==> config.mk <==
export PLATFORM = sky130hd
export DESIGN_NAME = gf180mcu_fd_sc_mcu9t5v0__orcap4_1
export DESIGN_NICKNAME = d
export VERILOG_FILES = /design/src/rtl/gf180mcu_fd_sc_mcu9t5v0__orcap4_1.sv
export SDC_FILE = /design/constraint.sdc
export NUM_CORES = 1
export LEC_CHECK = 0
export ABC_AREA = 0
export BUFFER_PORTS_ARGS = -buffer_cell sky130_fd_sc_hd__buf_2
export CELL_PAD_IN_SITES_DETAIL_PLACEMENT = 0
export CELL_PAD_IN_SITES_GLOBAL_PLACEMENT = 1
export CORE_ASPECT_RATIO = 0.7
export CORE_UTILIZATION = 44
export CTS_CLUSTER_SIZE = 25
export DETAILED_ROUTE_END_ITERATION = 10
export GPL_TIMING_DRIVEN = 0
export PLACE_DENSITY_LB_ADDON = 0.1
export RECOVER_POWER = 50
export SYNTH_ARGS = -nofsm -noshare
export SYNTH_HDL_FRONTEND = slang
export SYNTH_SLANG_ARGS = --single-unit
==> constraint.sdc <==
create_clock -name CLK -period 2.3 [get_ports CLK]
set_clock_uncertainty 0.1 [all_clocks]
set_input_delay 0.46 -clock CLK [delete_from_list [all_inputs] [get_ports CLK]]
set_output_delay 0.46 -clock CLK [all_outputs]
set_load 0.01 [all_outputs]
==> src/rtl/gf180mcu_fd_sc_mcu9t5v0__orcap4_1.sv <==
// Sticky 4-input event capture: synchronise, edge-detect, latch flags, and drive
// a registered OR output with minimum hold and a clear/acknowledge handshake.
module gf180mcu_fd_sc_mcu9t5v0__orcap4_1 #(
   parameter int unsigned SYNC_STAGES = 2,
   parameter int unsigned MIN_HOLD    = 4,
   parameter int unsigned CNT_W       = 4
) (
   input  logic             CLK,
   input  logic             RN,
   input  logic             A1,
   input  logic             A2,
   input  logic             A3,
   input  logic             A4,
   input  logic             EN,
   input  logic             CLR,
   output logic             Z,
   output logic [3:0]       FLAGS,
   output logic             ACK,
   output logic [CNT_W-1:0] CNT
);

   typedef enum logic [1:0] {
      S_IDLE,
      S_ACTIVE,
      S_HELD,
      S_CLEARING
   } state_t;

   localparam logic [3:0] HOLD_INIT = 4'(MIN_HOLD - 1);

   logic [3:0]       w_async;
   logic [3:0]       w_sync;
   logic [3:0]       w_rise;
   logic [3:0]       w_cap;
   logic             w_any;
   logic [CNT_W-1:0] w_cnt_inc;

   state_t           r_state, w_state_nxt;
   logic [3:0]       r_prev;
   logic [3:0]       r_flags, w_flags_nxt;
   logic [CNT_W-1:0] r_cnt, w_cnt_nxt;
   logic [3:0]       r_hold, w_hold_nxt;
   logic             r_z, w_z_nxt;
   logic             r_ack, w_ack_nxt;

   assign w_async = {A4, A3, A2, A1};

   generate
      if (SYNC_STAGES == 0) begin : g_nosync
         assign w_sync = w_async;
      end else begin : g_sync
         logic [SYNC_STAGES-1:0][3:0] r_sync;
         always_ff @(posedge CLK or negedge RN) begin
            if (!RN) begin
               r_sync <= '0;
            end else begin
               r_sync[0] <= w_async;
               for (int unsigned k = 1; k < SYNC_STAGES; k++) begin
                  r_sync[k] <= r_sync[k-1];
               end
            end
         end
         assign w_sync = r_sync[SYNC_STAGES-1];
      end
   endgenerate

   // History tracks the synchronised inputs even while disabled, so re-enabling
   // with an input already high never looks like a new edge.
   always_ff @(posedge CLK or negedge RN) begin
      if (!RN) r_prev <= '0;
      else     r_prev <= w_sync;
   end

   assign w_rise    = w_sync & ~r_prev;
   assign w_cap     = EN ? w_rise : '0;
   assign w_any     = |w_cap;
   assign w_cnt_inc = (r_cnt == '1) ? r_cnt : r_cnt + CNT_W'(1);

   always_ff @(posedge CLK or negedge RN) begin
      if (!RN) begin
         r_state <= S_IDLE;
         r_flags <= '0;
         r_cnt   <= '0;
         r_hold  <= '0;
         r_z     <= 1'b0;
         r_ack   <= 1'b0;
      end else begin
         r_state <= w_state_nxt;
         r_flags <= w_flags_nxt;
         r_cnt   <= w_cnt_nxt;
         r_hold  <= w_hold_nxt;
         r_z     <= w_z_nxt;
         r_ack   <= w_ack_nxt;
      end
   end

   always_comb begin
      w_state_nxt = r_state;
      w_flags_nxt = r_flags;
      w_cnt_nxt   = r_cnt;
      w_hold_nxt  = r_hold;
      w_z_nxt     = r_z;
      w_ack_nxt   = 1'b0;
      case (r_state)
         S_IDLE, S_CLEARING: begin
            w_state_nxt = S_IDLE;
            if (w_any) begin
               w_state_nxt = S_ACTIVE;
               w_flags_nxt = w_cap;
               w_cnt_nxt   = w_cnt_inc;
               w_hold_nxt  = HOLD_INIT;
               w_z_nxt     = 1'b1;
            end
         end
         S_ACTIVE: begin
            w_flags_nxt = r_flags | w_cap;
            if (w_any) w_cnt_nxt = w_cnt_inc;
            if (r_hold == 4'd0) w_state_nxt = S_HELD;
            else                w_hold_nxt  = r_hold - 4'd1;
         end
         S_HELD: begin
            if (CLR) begin
               w_ack_nxt = 1'b1;
               // A capture coinciding with the clear survives it and restarts the hold.
               if (w_any) begin
                  w_state_nxt = S_ACTIVE;
                  w_flags_nxt = w_cap;
                  w_cnt_nxt   = CNT_W'(1);
                  w_hold_nxt  = HOLD_INIT;
                  w_z_nxt     = 1'b1;
               end else begin
                  w_state_nxt = S_CLEARING;
                  w_flags_nxt = '0;
                  w_cnt_nxt   = '0;
                  w_z_nxt     = 1'b0;
               end
            end else begin
               w_flags_nxt = r_flags | w_cap;
               if (w_any) w_cnt_nxt = w_cnt_inc;
            end
         end
         default: w_state_nxt = S_IDLE;
      endcase
   end

   assign Z     = r_z;
   assign FLAGS = r_flags;
   assign ACK   = r_ack;
   assign CNT   = r_cnt;

endmodule

* Word level (Yosys, flattened, before mapping) *
Cells that the tools add are included.

cells by class
  add/sub/neg operators = 2
  equality and inequality tests = 8
  muxes and demuxes = 25
  bitwise logic cells = 3
  reductions and logical operators = 9

operators by type and width
  kind                                                  number
  2-to-1 mux 4 bit                                      10
  case mux 4 bit (3 select lines)                       2
  inequality test 2 bit (second input constant)         4
  case mux 4 bit (2 select lines)                       1
  2-to-1 mux 1 bit                                      7
  2-to-1 mux 2 bit                                      3
  case mux 2 bit (3 select lines)                       1
  adder 4 x 1 -> 4 bit (second input constant)          1
  bitwise AND 4 bit                                     1
  equality test 2 bit (second input constant)           2
  equality test 4 bit (second input constant)           1
  logical NOT 4 bit                                     1
  NOT 4 bit                                             1
  bitwise OR 4 bit                                      1
  AND reduction 2 bit                                   2
  OR reduction 4 bit                                    1
  subtractor 4 x 1 -> 4 bit (second input constant)     1
  AND reduction 3 bit                                   1
  OR reduction 3 bit                                    1
  equality test 2 x 1 -> 1 bit (second input constant)  1
  logical NOT 2 bit                                     1
  case mux 1 bit (2 select lines)                       1
  nonzero test 2 bit                                    1
  OR reduction 2 bit                                    1

storage, ports and cells
  flip-flop bits (word level) = 28
  output and inout port bits = 10
  logic and storage cells = 56

* Depth between registers and ports, before layout *
Gate-level depths: netlist of run 1.

  word-level depth = 7
  mapped depth = 7
  mapped depth without buffers = 6

* Worst setup path before layout of run 1 *
OpenSTA, ideal clock, no wires.

  path kind = reg2reg
  start = register r_hold[0]
  end = register r_hold[2]
  arrival time = 1.467 ns
  setup slack = 0.612 ns
  cell stages (with the launch flop) = 8
  buffers on the path = 1
  cells stage by stage = dfrtp_1 inv_1 ha_1 or3b_1 clkbuf_1 nand4_1 o21ai_1 a22o_1

on the way
  cells in the longest elaborated chain, start to end = 3

ends and longest elaborated chain
  item                                                                    line      RTL
  start, declared                                                         42        logic [3:0] r_hold, w_hold_nxt;
  start signal, assigned                                                  91        r_hold <= w_hold_nxt;
  subtractor 4 x 1 -> 4 bit or logical NOT 4 bit (tied branches)          119, 118
  2-to-1 mux 4 bit or inequality test 2 bit (tied branches)               n/a
  case mux 4 bit (3 select lines) or AND reduction 2 bit (tied branches)  n/a

Several ways; a longest one is shown, not always the timed one. The select of a mux whose other input is x is not followed.
A chain may end at the register's enable or synchronous reset.

* Worst setup path after layout of run 1 *
Ends and elaborated chain as after synthesis.

==> reports/qor.csv, run 1 <==
metric;value;unit
layout cells sized above 1;23.1;%
placed cell area;1350;sq um
status;completed;
Req. time, crit path;2.37;ns
crit path launch type;register;
Detail Route Antenna Nets;0;
Starting Density;48.1;%
final core occ;55.3;%
number of global-route vias before repair;744;
root buf cell;clkbuf_8;
total grt overflow;0;
Clock Latency Late Sink;0.27;ns
net switching power;573;uW
# rows;15;
hold buffer count at cts;0;
Final period util;79.9;%
placed insts;151;
CP Max Fanout;7;
DRC violations left;0;
worst-case reg-to-reg path depth;7;
Die Y;46.1;microns
Critical Path Sink;r_hold[2];
sequential-to-total area share from yosys stat;57.4;%
CORE AREA;2530;sq um
Setup violations, final;0;
crit path kind;reg2reg;
switch share;35.8;%
Fmax;544;MHz
clk sinks;28;
Pleak;0.000665;uW
combinational power share;37.1;%
total power;1600;uW
Layout area overhead;14.9;%
count of cell types in the netlist;35;
R2R setup slack;0.46;ns
Via density;5.27;
top post-synthesis cells by area;dfrtp_1 57%, ha_1 5.1%, a22o_1 4.3%;
Starting DRT DRC Count;45;
DIE AREA;2990;sq um
YS warnings;0;
CP arrival;1.90;ns
fin area;1400;sq um
Synth Register Bits;28;
max-capacitance violation count;0;
largest net degree at the start of global routing;29;
hold crit path type;in2reg;
Synth Cell Area;1220;sq um
post-route non-filler standard cell count;155;
average cell area after synthesis;12.2;sq um
GP Congestion;0.656;
P_int;1030;uW
worst slew pin tran;1.38;ns
Final Net Count;135;
worst reg2reg path endpoint;r_hold[2];
net count after synthesis;113;
most frequent cells after synthesis;28 x dfrtp_1, 6 x a21oi_1, 6 x a22o_1, 6 x inv_1, 5 x ha_1;
Peak VDD IR;0.534;mV
top_reg_cell synth;dfrtp_1;
Worst R2R Start;r_hold[0];
first-pass GRT wire length;3480;microns
CTS-repair resized insts;0;
wire length per cell;12.9;microns
Worst-path clk slew;0.09;ns
initial antenna violation count;0;
asr flop ratio synth;100;%
Die Wd;64.9;microns
post-CTS setup buffer count;0;
H-tree depth;1;
Setup crit end kind;register;
Fillers;236;
RSZ-0062 raised after global routing;false;
Tmin final;1.84;ns
io pins;18;
DR pass1 iterations;4;
TritonCTS clock tree;yes;
Worst Setup SP;r_hold[0];
DP Wirelength;1500;microns
most frequent cell after synthesis;dfrtp_1;
clk buf depth;2;
Sequential Power Share;44.5;%
setup tns final;0;ns
clock share of power;18.4;%
max-slew violation total from the final report;0;
number of synthesized flops with an enable pin;0;
Final Hold Fails;0;
GRT Overall Usage;16.0;%
diode count;0;
port buffer count;17;
area occupied by multi-input gates;489;sq um
Post-Route WL;1990;microns
CTS buffer count;3;
Via Count;817;
sequential cell area;701;sq um
cell count after synthesis;100;
share of the synthesized area in the top cell type;57.4;%
Synth area leader;dfrtp_1;
Worst slew margin;8.08;%
pwr dens;1140;nW/um^2
==> final cells by class <==
type	instances	area share, %
sequential	28	50.0
buffer	2	0.536
inverter	6	1.61
multi-input combinational	64	34.9
clock buffer	4	3.93
tap	34	3.04
timing repair buffer	17	5.98
==> power groups by stage <==
stage | clock (uW) | combinational (uW) | sequential [uW]
floorplan | 0 | 417 | 730
global placement | 0 | 589 | 713
detailed placement | 0 | 597 | 721
CTS | 309 | 600 | 711
global route | 325 | 676 | 730
finish | 295 | 593 | 712
==> cells in the final DEF (no fill, tap or decap), types with 4 or more instances in the layout <==
master	Yosys	routed
dfrtp_1	28	28
buf_2	0	16
inv_1	6	6
a21oi_1	6	6
a22o_1	6	6
ha_1	5	5
nand2_1	4	4
o21ai_0	4	4
nand3_1	4	4
clkbuf_8	0	4
==> routing by layer <==
metal | vias up | share of wire (%) | track usage, %
li1 | 408 | - | -
met1 | 389 | 55 | 23.7
met2 | 15 | 39 | 22.1
met3 | 5 | 4.7 | 5.20
met4 | 0 | 1.2 | 5.33
met5 | - | 0 | 0
==> metrics by stage <==
| step | worst slack, ns | hold slack, ns |
|---|---|---|
| 2_1_floorplan | 0.612 | 0.0644 |
| 3_3_place_gp | 0.521 | 0.233 |
| 3_5_place_dp | 0.478 | 0.235 |
| 4_1_cts | 0.469 | 0.0972 |
| 5_1_grt | 0.346 | 0.167 |
| 6_report | 0.463 | 0.184 |
==> worst max-delay path, cell delays in order (launching register included) <==
cell      delay [ns]
dfrtp_1         0.44
inv_1           0.12
ha_1            0.15
or3b_1          0.33
clkbuf_1        0.18
nand4_1         0.12
o21ai_1         0.07
a22o_1          0.22
==> worst min-delay path by stage <==
stage / from / to / slack, ns / cells after the start
floorplan: RN / ACK / 0.06 / 0
global placement: g_sync.r_sync[1] / w_sync[1] / 0.23 / 0
detailed placement: g_sync.r_sync[3] / w_sync[3] / 0.23 / 0
CTS: RN / r_prev[0] / 0.1 / 1
global route: A1 / g_sync.r_sync[0] / 0.17 / 1
finish: A1 / g_sync.r_sync[0] / 0.18 / 1
==> logic make-up after synthesis <==
logic type	count (synthesis)	share of synthesized area, %
buf+inv	8	2.46
flops	28	57.4
compound gates	30	20.2
mux	1	0.821
simple gates	28	14.0
fa+ha+maj	5	5.13
==> flip-flops by register name, summed over array words and instances, names as in the netlist <==
register       cells
ACK                1
CNT                4
FLAGS              4
Z                  1
g_sync.r_sync      4
r_hold             4
r_prev             4
r_state            2
w_sync             4
(Power assumes the default switching activity.)
==> inputs of run 2 (changes only) <==
==> constraint.sdc (replaced) <==
create_clock -name CLK -period 1.8 [get_ports CLK]
set_clock_uncertainty 0.1 [all_clocks]
set_input_delay 0.36 -clock CLK [delete_from_list [all_inputs] [get_ports CLK]]
set_output_delay 0.36 -clock CLK [all_outputs]
set_load 0.01 [all_outputs]
==> run 2 against run 1 <==
Design area grew 0.71%; global-route usage did not move; power rose by 28%; sequential power is 28% higher; combinational power increased by 29%; cell count did not move; register-to-register slack got worse by 0.35 ns; sequential share of layout area fell by 0.35 points; wire length fell by 0.10%; die area did not move; critical endpoint unchanged; largest cell class unchanged.
==> reports/qor.csv, run 2 (synthesis gave the netlist of run 1 again) <==
metric;value;unit;change
hold depth;1;;unchanged
most frequent cells in the layout;28 x dfrtp_1, 16 x buf_2, 6 x a21oi_1, 6 x a22o_1;;
# rows;15;;unchanged
Final Net Count;135;;unchanged
hold crit path type;in2reg;;
Final Hold Fails;0;;unchanged
CP Max Fanout;7;;unchanged
Slowest-stage cell, CP;dfrtp_1;;
crit path launch type;register;;
Post-Route WL;1990;microns;-0.10%
Worst slew margin;57.1;%;+49 points
Pleak;0.000672;uW;+1.1%
GP Congestion;0.656;;unchanged
Layout area overhead;15.7;%;
Worst-path clk slew;0.09;ns;about the same
cells along the critical path;inv_2 > ha_1 > or3b_4 > nand4_1 > o21ai_1 > a22o_1;;
Buf+Inv Stages, Crit Path;1;;-1
Die Y;46.1;microns;unchanged
largest net degree at the start of global routing;29;;unchanged
status;completed;;
Setup crit end kind;register;;
Setup violations, final;0;;unchanged
io pins;18;;unchanged
DIE AREA;2990;sq um;unchanged
DP Wirelength;1500;microns;unchanged
RSZ-0062 raised after global routing;false;;
pwr dens;1450;nW/um^2;+27%
max-capacitance violation count;0;;unchanged
sequential cell area;701;sq um;unchanged
crit path kind;reg2reg;;
slowest stage delay, CP;0.44;ns;about the same
GRT Overall Usage;16.0;%;unchanged
CORE AREA;2530;sq um;unchanged
Req. time, crit path;1.87;ns;-0.50 ns
worst-case reg-to-reg path depth;6;;-1
Starting Density;48.1;%;unchanged
first-pass GRT wire length;3480;microns;unchanged
Starting DRT DRC Count;55;;+22%
Via density;5.30;;+0.61%
diode count;0;;unchanged
TritonCTS clock tree;yes;;
clk sinks;28;;unchanged
Hold Slack;0.0838;ns;-0.100 ns
Crit path depth;6;;-1
Fmax;593;MHz;+8.9%
post-CTS setup buffer count;0;;unchanged
worst slew pin tran;0.644;ns;-0.735 ns
DRC violations left;0;;unchanged
Via Count;822;;+0.61%
most common cell after layout, fill and taps aside;dfrtp_1;;
Fillers;232;;-1.7%
CTS buffer count;3;;unchanged
layout cells sized above 1;25.6;%;+2.5 points
Clock Latency Late Sink;0.27;ns;about the same
Die Wd;64.9;microns;unchanged
port buffer count;17;;unchanged
total power;2050;uW;+28%
Final period util;93.7;%;+14 points
cell family with most CP delay;simple AND/OR/NAND/NOR gates;;
root buf cell;clkbuf_8;;
DR pass1 iterations;4;;unchanged
total grt overflow;0;;unchanged
H-tree depth;1;;unchanged
CP arrival;1.75;ns;-0.15 ns
area occupied by multi-input gates;492;sq um;+0.51%
Peak VDD IR;0.683;mV;+28%
Tmin final;1.69;ns;-0.150 ns
max-slew violation total from the final report;0;;unchanged
number of global-route vias before repair;745;;+0.13%
clk buf depth;2;;unchanged
wire length per cell;12.8;microns;-0.10%
initial antenna violation count;0;;unchanged
Detail Route Antenna Nets;0;;unchanged
[run 2: power breakdown]
part | switching, uW | total (uW) | internal, uW
combinational | 417 | 763 | 346
sequential | 136 | 912 | 776
clock | 181 | 377 | 196
total | 735 | 2050 | 1320
[run 2: path summary, 6_finish.rpt]
check | slack [ns] | startpoint | end
setup / recovery | 0.11 | r_hold[0] | r_hold[2]
max in group asynchronous | 0.65 | RN | FLAGS[0]
hold / removal | 0.08 | A1 | g_sync.r_sync[0]
min in group asynchronous | 0.54 | RN | FLAGS[3]
setup reg to reg | 0.11 | r_hold[0] | r_hold[2]
hold reg to reg | 0.25 | g_sync.r_sync[3] | w_sync[3]
[run 2: routing by layer]
metal / part of all wire [%] / global-route usage [%] / up-vias
li1: - / - / 407
met1: 55 / 23.7 / 395
met2: 39 / 22.1 / 15
met3: 4.5 / 5.20 / 5
met4: 1.2 / 5.33 / 0
met5: 0 / 0 / -
[run 2: what timing repair did]
action / 4_1_cts / 5_1_grt
hold buffers: 1 / 0
endpoints found under the hold margin: 28 / 0
gates resized for setup: 0 / 2
endpoints found under the setup margin: 2 / 5
[run 2: area by class of cell]
type / count / area share, %
Buffer: 1 / 0.266
Clock buffer: 4 / 3.90
Inverter: 6 / 1.60
Multi-Input combinational cell: 64 / 34.8
Sequential cell: 28 / 49.6
Tap cell: 34 / 3.01
Timing Repair Buffer: 18 / 6.74
[run 2: metrics by stage]
stage               utilization (%)  std cells  setup slack, ns  setup TNS (ns)  area, sq um
detailed placement             53.2        151          -0.0218         -0.0218         1350
floorplan                         -        100            0.112               0         1220
CTS                            55.6        155           0.0165               0         1410
global route                   55.7        155          0.00718               0         1410
global placement               53.2        151           0.0207               0         1350
finish                         55.7        155            0.113               0         1410
[run 2: worst reg2reg max path, cell delays in order (launching register included)]
cell and delay [ns]:
dfrtp_1 0.44, inv_2 0.10, ha_1 0.14, or3b_4 0.42
nand4_1 0.10, o21ai_1 0.07, a22o_1 0.22
